## src/rtl/pipeline_stall_controller_pkg.sv

```systemverilog
// Shared types for the pipeline stall controller slice.
//   stall_pipeline_sig : encoding of the hazard detector's load-use stall request
//   ctrl_state_t       : controller FSM states
//   FLUSH_CNT_W        : width of the flush sequencing counter (FLUSH_CYCLES <= 15)
package pipeline_stall_controller_pkg;

  typedef enum logic {
    NO_STALL_PIPELINE = 1'b0,
    STALL_PIPELINE    = 1'b1
  } stall_pipeline_sig;

  typedef enum logic [1:0] {
    RUN   = 2'd0,
    STALL = 2'd1,
    FLUSH = 2'd2
  } ctrl_state_t;

  localparam int unsigned FLUSH_CNT_W = 4;

endpackage

```

## src/rtl/pipeline_stall_controller_sat_counter.sv

```systemverilog
// sat_counter: saturating up-counter with synchronous clear.
// Ports:
//   clk_i   in  clock
//   rst_i   in  synchronous active-high reset (count -> 0)
//   clr_i   in  clear to 0 (wins over inc_i)
//   inc_i   in  increment by one, holds at all-ones
//   count_o out current count
module sat_counter #(
  parameter int unsigned WIDTH = 8
) (
  input  logic             clk_i,
  input  logic             rst_i,
  input  logic             clr_i,
  input  logic             inc_i,
  output logic [WIDTH-1:0] count_o
);

  logic [WIDTH-1:0] count_q;
  logic [WIDTH-1:0] count_d;

  always_comb begin
    count_d = count_q;
    if (clr_i) begin
      count_d = '0;
    end else if (inc_i && (count_q != '1)) begin
      count_d = count_q + WIDTH'(1);
    end
  end

  always_ff @(posedge clk_i) begin
    if (rst_i) begin
      count_q <= '0;
    end else begin
      count_q <= count_d;
    end
  end

  assign count_o = count_q;

endmodule

```

## src/rtl/pipeline_stall_controller.sv

```systemverilog
// pipeline_stall_controller: arbitrates hazard-detector stall/invalidate
// requests against EXE branch redirects and drives the PC, IF/ID and ID/EXE
// register controls. Priority per cycle: branch > stall > run. A redirect
// squashes IF/ID for FLUSH_CYCLES cycles (redirect cycle included); stall
// requests are ignored while flushing. A watchdog flags stalls that last
// MAX_STALL_CYCLES consecutive cycles (sticky until reset).
// Ports:
//   clk_i, rst_i                  clock, synchronous active-high reset
//   stall_pipeline_i              load-use stall request
//   hazard_detector_invalidate_i  bubble request for ID/EXE
//   branch_taken_EXE_i            taken branch resolved in EXE
//   pc_write_en_o, pc_sel_branch_o, if_id_write_en_o, if_id_flush_o,
//   id_exe_bubble_o               pipeline register controls (same-cycle)
//   stall_cycles_o                consecutive stall cycles, saturating
//   stall_timeout_o               sticky stall watchdog flag
// Optional build macro STALL_PERF_CNT_EN adds stall_total_o / flush_total_o
// (32-bit wrapping counts of applied stall cycles and branch redirects).
module pipeline_stall_controller
  import pipeline_stall_controller_pkg::*;
#(
  parameter int unsigned FLUSH_CYCLES     = 2,
  parameter int unsigned MAX_STALL_CYCLES = 4,
  parameter int unsigned CNT_WIDTH        = 8
) (
  input  logic                 clk_i,
  input  logic                 rst_i,
  input  stall_pipeline_sig    stall_pipeline_i,
  input  logic                 hazard_detector_invalidate_i,
  input  logic                 branch_taken_EXE_i,
  output logic                 pc_write_en_o,
  output logic                 pc_sel_branch_o,
  output logic                 if_id_write_en_o,
  output logic                 if_id_flush_o,
  output logic                 id_exe_bubble_o,
  output logic [CNT_WIDTH-1:0] stall_cycles_o,
  output logic                 stall_timeout_o
`ifdef STALL_PERF_CNT_EN
  ,
  output logic [31:0]          stall_total_o,
  output logic [31:0]          flush_total_o
`endif
);

  localparam logic [FLUSH_CNT_W-1:0] FLUSH_RELOAD = FLUSH_CNT_W'(FLUSH_CYCLES - 1);
  // Watchdog fires on the cycle whose increment brings the count to the limit.
  localparam logic [CNT_WIDTH:0]     TIMEOUT_AT   = (CNT_WIDTH + 1)'(MAX_STALL_CYCLES - 1);

  ctrl_state_t            state_q;
  ctrl_state_t            state_d;
  logic [FLUSH_CNT_W-1:0] flush_cnt_q;
  logic [FLUSH_CNT_W-1:0] flush_cnt_d;
  logic                   timeout_q;
  logic                   timeout_d;
  logic                   stall_applied;
  logic                   branch_applied;

  always_comb begin
    state_d          = state_q;
    flush_cnt_d      = flush_cnt_q;
    stall_applied    = 1'b0;
    branch_applied   = 1'b0;
    pc_write_en_o    = 1'b1;
    pc_sel_branch_o  = 1'b0;
    if_id_write_en_o = 1'b1;
    if_id_flush_o    = 1'b0;
    id_exe_bubble_o  = hazard_detector_invalidate_i;

    if (rst_i) begin
      pc_write_en_o    = 1'b0;
      if_id_write_en_o = 1'b0;
      if_id_flush_o    = 1'b1;
      id_exe_bubble_o  = 1'b1;
      state_d          = RUN;
      flush_cnt_d      = '0;
    end else if (branch_taken_EXE_i) begin
      branch_applied   = 1'b1;
      pc_sel_branch_o  = 1'b1;
      if_id_flush_o    = 1'b1;
      id_exe_bubble_o  = 1'b1;
      flush_cnt_d      = FLUSH_RELOAD;
      state_d          = (FLUSH_CYCLES > 1) ? FLUSH : RUN;
    end else if (state_q == FLUSH) begin
      if_id_flush_o    = 1'b1;
      id_exe_bubble_o  = 1'b1;
      flush_cnt_d      = flush_cnt_q - FLUSH_CNT_W'(1);
      if (flush_cnt_q <= FLUSH_CNT_W'(1)) begin
        state_d = RUN;
      end
    end else if (stall_pipeline_i == STALL_PIPELINE) begin
      stall_applied    = 1'b1;
      pc_write_en_o    = 1'b0;
      if_id_write_en_o = 1'b0;
      id_exe_bubble_o  = 1'b1;
      state_d          = STALL;
    end else begin
      state_d = RUN;
    end
  end

  always_comb begin
    timeout_d = timeout_q;
    if (stall_applied && ({1'b0, stall_cycles_o} >= TIMEOUT_AT)) begin
      timeout_d = 1'b1;
    end
  end

  always_ff @(posedge clk_i) begin
    if (rst_i) begin
      state_q     <= RUN;
      flush_cnt_q <= '0;
      timeout_q   <= 1'b0;
    end else begin
      state_q     <= state_d;
      flush_cnt_q <= flush_cnt_d;
      timeout_q   <= timeout_d;
    end
  end

  assign stall_timeout_o = timeout_q;

  // Any cycle without an applied stall ends the consecutive run; this covers
  // both the STALL->RUN drop and the clear on a branch redirect.
  sat_counter #(
    .WIDTH(CNT_WIDTH)
  ) u_stall_cnt (
    .clk_i  (clk_i),
    .rst_i  (rst_i),
    .clr_i  (!stall_applied),
    .inc_i  (stall_applied),
    .count_o(stall_cycles_o)
  );

`ifdef STALL_PERF_CNT_EN
  logic [31:0] stall_total_q;
  logic [31:0] flush_total_q;

  always_ff @(posedge clk_i) begin
    if (rst_i) begin
      stall_total_q <= '0;
      flush_total_q <= '0;
    end else begin
      stall_total_q <= stall_total_q + {31'd0, stall_applied};
      flush_total_q <= flush_total_q + {31'd0, branch_applied};
    end
  end

  assign stall_total_o = stall_total_q;
  assign flush_total_o = flush_total_q;
`endif

endmodule
```

## config.mk

```make
export PLATFORM = sky130hd
export DESIGN_NAME = pipeline_stall_controller
export DESIGN_NICKNAME = d
export VERILOG_FILES = /design/src/rtl/pipeline_stall_controller_pkg.sv /design/src/rtl/pipeline_stall_controller_sat_counter.sv /design/src/rtl/pipeline_stall_controller.sv
export SDC_FILE = /design/constraint.sdc
export NUM_CORES = 1
export LEC_CHECK = 0
export CORE_MARGIN = 8
export CORE_UTILIZATION = 45
export DETAILED_ROUTE_END_ITERATION = 8
export PLACE_DENSITY_LB_ADDON = 0.25
export SLEW_MARGIN = 10
export SYNTH_ARGS = -nofsm -noshare
export SYNTH_HDL_FRONTEND = slang
export SYNTH_SLANG_ARGS = --single-unit
export TNS_END_PERCENT = 10
```

## constraint.sdc

```tcl
create_clock -name clk_i -period 1.7 [get_ports clk_i]
set_input_delay 0.34 -clock clk_i [delete_from_list [all_inputs] [get_ports clk_i]]
set_output_delay 0.34 -clock clk_i [all_outputs]
set_load 0.005 [all_outputs]
```

Word-level counts from Yosys, hierarchy flattened
Cells that the tools add are included.
{"block": "totals", "ff_bits": 15, "inputBits": 5, "out_inout_bits": 14, "elab_cells": 43}
{"block": "op_classes", "add_sub_neg": 2, "order_cmp": 2, "eq_ne": 4, "mux": 23, "bitwise": 1, "n_reduce_logical": 5}
{"cell": "$mux 1", "n": 20}
{"cell": "$add 8x1->8 const B", "n": 1}
{"cell": "$ge 8x2->1 const B", "n": 1}
{"cell": "$ne 8x8->1 const B", "n": 1}
{"cell": "$mux 2", "n": 3}
{"cell": "$le 4x1->1 const B", "n": 1}
{"cell": "$reduce_or 2->1", "n": 2}
{"cell": "$sub 4x1->4 const B", "n": 1}
{"cell": "$ne 3x2->1 const B", "n": 1}
{"cell": "$eq 2x2->1 const B", "n": 1}
{"cell": "$logic_and 1x1->1", "n": 2}
{"cell": "$ne 2x1->1 const B", "n": 1}
{"cell": "$reduce_bool 2->1", "n": 1}
{"cell": "$not 1->1", "n": 1}

Logic depth before layout (Yosys ltp)
{"block": "logic_depth", "depth_word": 6, "depth_mapped": 6, "ltp_nobuf": 5}

Modules after synthesis
A second synthesis with hierarchy kept.
{"block": "hier_totals", "hier_cells": 89, "area_unflattened_um2": 810.8}
{"mod": "sat_counter", "n_inst": 1, "cells_each": 47, "area_each_um2": 435.4, "seq_area_each_um2": 160.2}
{"mod": "pipeline_stall_controller", "n_inst": 1, "cells_each": 42, "area_each_um2": 375.4, "seq_area_each_um2": 140.1}

Worst setup path after synthesis
OpenSTA, ideal clock, no wires.
{"block": "synth_timing", "kind": "input-to-output", "from": "in rst_i", "to": "out id_exe_bubble_o", "arrival_time_ns": 1.035, "t_required_ns": 1.360, "slack_ns": 0.325, "cell_stages": 4, "path_buffers": 1, "cell_sequence": "buf_2 nor2_1 nand2_1 or3_1"}
{"block": "synth_via", "elab_chain_len": 1}
{"element": "start: declaration", "line_no": "pipeline_stall_controller.sv:26", "source": "input logic rst_i,"}
{"element": "$mux 1", "line_no": "pipeline_stall_controller.sv:68", "source": "if (rst_i) begin"}
{"element": "end: declaration", "line_no": "pipeline_stall_controller.sv:34", "source": "output logic id_exe_bubble_o,"}
No other way between the ends.

Final worst setup path
{"block": "layout_timing", "from": "reg u_stall_cnt.count_q[4] (netlist: u_stall_cnt.count_o[4])", "to": "out stall_cycles_o[4]"}
{"element": "start: declaration", "line_no": "pipeline_stall_controller_sat_counter.sv:18", "source": "logic [WIDTH-1:0] count_q;"}
{"element": "start signal: assignment", "line_no": "pipeline_stall_controller_sat_counter.sv:34", "source": "count_q <= count_d;"}
{"element": "end: declaration", "line_no": "pipeline_stall_controller.sv:35", "source": "output logic [CNT_WIDTH-1:0] stall_cycles_o,"}
No word-level cell between the ends.

==> flow_metrics.env <==
export IMPL_fill_cells=128
export IMPL_synth_nets=87
export IMPL_initial_core_util_pct=47.3
export IMPL_slowest_stage="clkdlybuf4s50_1"
export IMPL_num_vias=664
export IMPL_ff2ff_path_depth=5
export IMPL_netlist_instances=79
export IMPL_hold_depth=2
export IMPL_antenna_found_initial=0
export IMPL_drt_drc_violations_left=0
export IMPL_hold_viol=0
export IMPL_setup_violations=0
export IMPL_grt_overflow=0
export IMPL_grt_pass1_wl_um=2960
export IMPL_critPathArrivalTime_ps=1300
export IMPL_yosys_top_cells_area="dfxtp_1 43%, nor2_1 6.5%, ha_1 5.4%"
export IMPL_detail_route_wl_per_cell_um=14.4
export IMPL_synth_seq_cells=15
export IMPL_place_hpwl_um=1300
export IMPL_grt_pass1_vias=701
export IMPL_num_antenna_cells=0
export IMPL_ys_warn_count=0
export IMPL_wl_um=1760
export IMPL_synth_area_leader_cell="dfxtp_1"
export IMPL_coreArea_sq_um=1470
export IMPL_numPortBuffers=18
export IMPL_fin_crit_ps=1640
export IMPL_fin_crit_sh_pct=96.3
export IMPL_viasPerCell=5.44
export IMPL_clock_latency_ps=280
export IMPL_track_usage_pct=11.7
export IMPL_cp_cell_sequence="clkdlybuf4s50_1"
export IMPL_syn_to_final_growth_pct=38.8
export IMPL_combPwrFrac_pct=12.2
export IMPL_yosysUniqueCellTypes=27
export IMPL_ys_seq_area_share_pct=43.2
export IMPL_holdWs_ps=478
export IMPL_pin_count=19
export IMPL_p_int_mw=0.495
export IMPL_cp_max_fo=6
export IMPL_drt_pass1_iter_count=4
export IMPL_p_seq_share_pct=56.9
export IMPL_setup_slack_ps=62.1
export IMPL_cts_buffers=3
export IMPL_ys_async_sr_fraction_pct=0
export IMPL_die_x_um=55.3
export IMPL_cts_buffer_depth=2
export IMPL_seqCellArea_sq_um=304
export IMPL_antenna_left=0
export IMPL_leakagePower_nw=0.410
export IMPL_synth_edff_count=0
export IMPL_ir_worst_vdd_v=0.000533
export IMPL_max_slew_margin_pct=75.1
export IMPL_die_height_um=55.3
export IMPL_powerDensity_nw_per_um2=672
export IMPL_fmax_mhz=611
export IMPL_rsz0062_at_grt="no"
export IMPL_switching_share_pct=23.7
export IMPL_clkTransAtPathRegs_ps=80
export IMPL_drt_iter0_drc=22
export IMPL_drive_above_1_share_pct=18.9
export IMPL_cts_root_buffer="clkbuf_4"
export IMPL_status="complete, no violations"
export IMPL_crit_required_ps=1360
export IMPL_cpPeakStageDelay_ps=550
export IMPL_syn_area_sq_um=696
export IMPL_maxSlewViolCount=0
export IMPL_final_nets=115
export IMPL_path_class="register to output pin"
export IMPL_worst_path_buf_inv=1
export IMPL_end_kind="output pin"
export IMPL_worst_slew_pin_slew_ps=365
export IMPL_finClkSkew_ps=0.695
export IMPL_max_cap_violations=0
export IMPL_switchingPower_mw=0.154
export IMPL_start_kind="register"
export IMPL_place_congestion=0.770
export IMPL_htree_levels=1
export IMPL_die_area_sq_um=3060
export IMPL_cpLargestDelayFamily="buffers and inverters"
export IMPL_dpl_worst_slack_ps=-446
export IMPL_yosysTopAreaCellShare_pct=43.2
export IMPL_pwr_share_clk_pct=30.9
export IMPL_dominantRegCellSynth="dfxtp_1"
export IMPL_min_path_type="register to register"
export IMPL_cp_depth=1
export IMPL_cts_tree="built"
export IMPL_clkSinkCount=15
export IMPL_cts_hold_buf=0
export IMPL_multi_input_area_sq_um=374
export IMPL_synth_avg_cell_area_sq_um=8.81
export IMPL_grt_max_degree=9
export IMPL_rows=14
==> sequential cells by signal, summed over array words and instances, names as in the netlist <==
| signal | flops |
|---|---|
| u_stall_cnt.count_o | 8 |
| stall_timeout_o | 1 |
| flush_cnt_q | 4 |
| state_q | 2 |
==> stage by stage <==
step	util, %	TNS, ps	instances	total power [mW]	cell area (sq um)
floorplan	-	0	79	0.415	696
global placement	63.6	-1270	118	0.457	936
detailed placement	63.6	-1380	118	0.460	936
CTS	65.6	0	122	0.663	966
global route	65.6	0	122	0.684	966
finish	65.6	0	122	0.649	966
==> synthesized netlist by cell type (2+ instances only) <==
| master | n |
|---|---|
| a211oi_1 | 3 |
| nand3_1 | 2 |
| nor3_1 | 5 |
| xnor2_1 | 2 |
| nand2_1 | 4 |
| xor2_1 | 2 |
| nand3_2 | 2 |
| dfxtp_1 | 15 |
| a21oi_1 | 5 |
| a31oi_1 | 5 |
| inv_1 | 5 |
| ha_1 | 3 |
| nor2_1 | 12 |
==> cells in the final DEF (no fill, tap or decap), drive strengths merged <==
cell           Yosys  final
dfxtp             15     15
nor2              12     12
clkdlybuf4s50      0     10
buf                2      7
dlygate4sd2        0      6
nor3               6      6
inv                5      5
a31oi              5      5
a21oi              5      5
clkbuf             0      5
nand2              4      4
nand3              4      4
a211oi             3      3
ha                 3      3
xor2               2      2
xnor2              2      2
and2b              2      2
nand2b             1      1
or3                1      1
mux2i              1      1
a2111oi            1      1
and3b              1      1
and3               1      1
o21ai              1      1
o31ai              1      1
nor4               1      1
dlymetal6s2s       0      1
==> routing by layer <==
layer	up-vias	share of wire (%)	global-route usage (%)
met3	2	5.3	5.48
met5	-	0	0
met2	18	56	22.3
met4	0	0.79	4.23
li1	332	-	-
met1	312	38	10.4
==> cell type report <==
type / count / share of cell area [%]
Inverter: 5 / 1.94
Clock buffer: 4 / 2.72
Multi-Input combinational cell: 57 / 38.7
Timing Repair Buffer: 25 / 23.1
Sequential cell: 15 / 31.5
Tap cell: 16 / 2.07
==> worst paths after layout <==
check / from / to / slack, ps
max: u_stall_cnt.count_o[4]$_SDFFE_PP0P_ / stall_cycles_o[4] / 60
min: stall_timeout_o$_SDFFE_PP0P_ / stall_timeout_o$_SDFFE_PP0P_ / 480
min reg2reg: stall_timeout_o$_SDFFE_PP0P_ / stall_timeout_o$_SDFFE_PP0P_ / 480
max reg2reg: u_stall_cnt.count_o[0]$_SDFFE_PP0P_ / u_stall_cnt.count_o[1]$_SDFFE_PP0P_ / 180
==> power by group through the flow <==
stage | clock, mW | sequential (mW) | combinational [mW]
3_5_place_dp | 0 | 0.376 | 0.0841
6_report | 0.201 | 0.369 | 0.0793
2_1_floorplan | 0 | 0.374 | 0.0410
5_1_grt | 0.224 | 0.370 | 0.0897
3_3_place_gp | 0 | 0.375 | 0.0821
4_1_cts | 0.213 | 0.369 | 0.0810
==> logic make-up after synthesis <==
logic type | count (synthesis) | share of synthesized area (%)
fa+ha+maj | 3 | 5.40
buf+inv | 7 | 4.50
simple gates | 33 | 26.1
xor+xnor | 4 | 5.04
mux | 1 | 1.44
flops | 15 | 43.2
compound gates | 16 | 14.4
==> timing repair <==
item,CTS,global route
endpoints found under the setup margin,5,3
gates resized for setup,11,4
setup buffers,0,0
pin swaps,1,0
(Power assumes the default switching activity.)
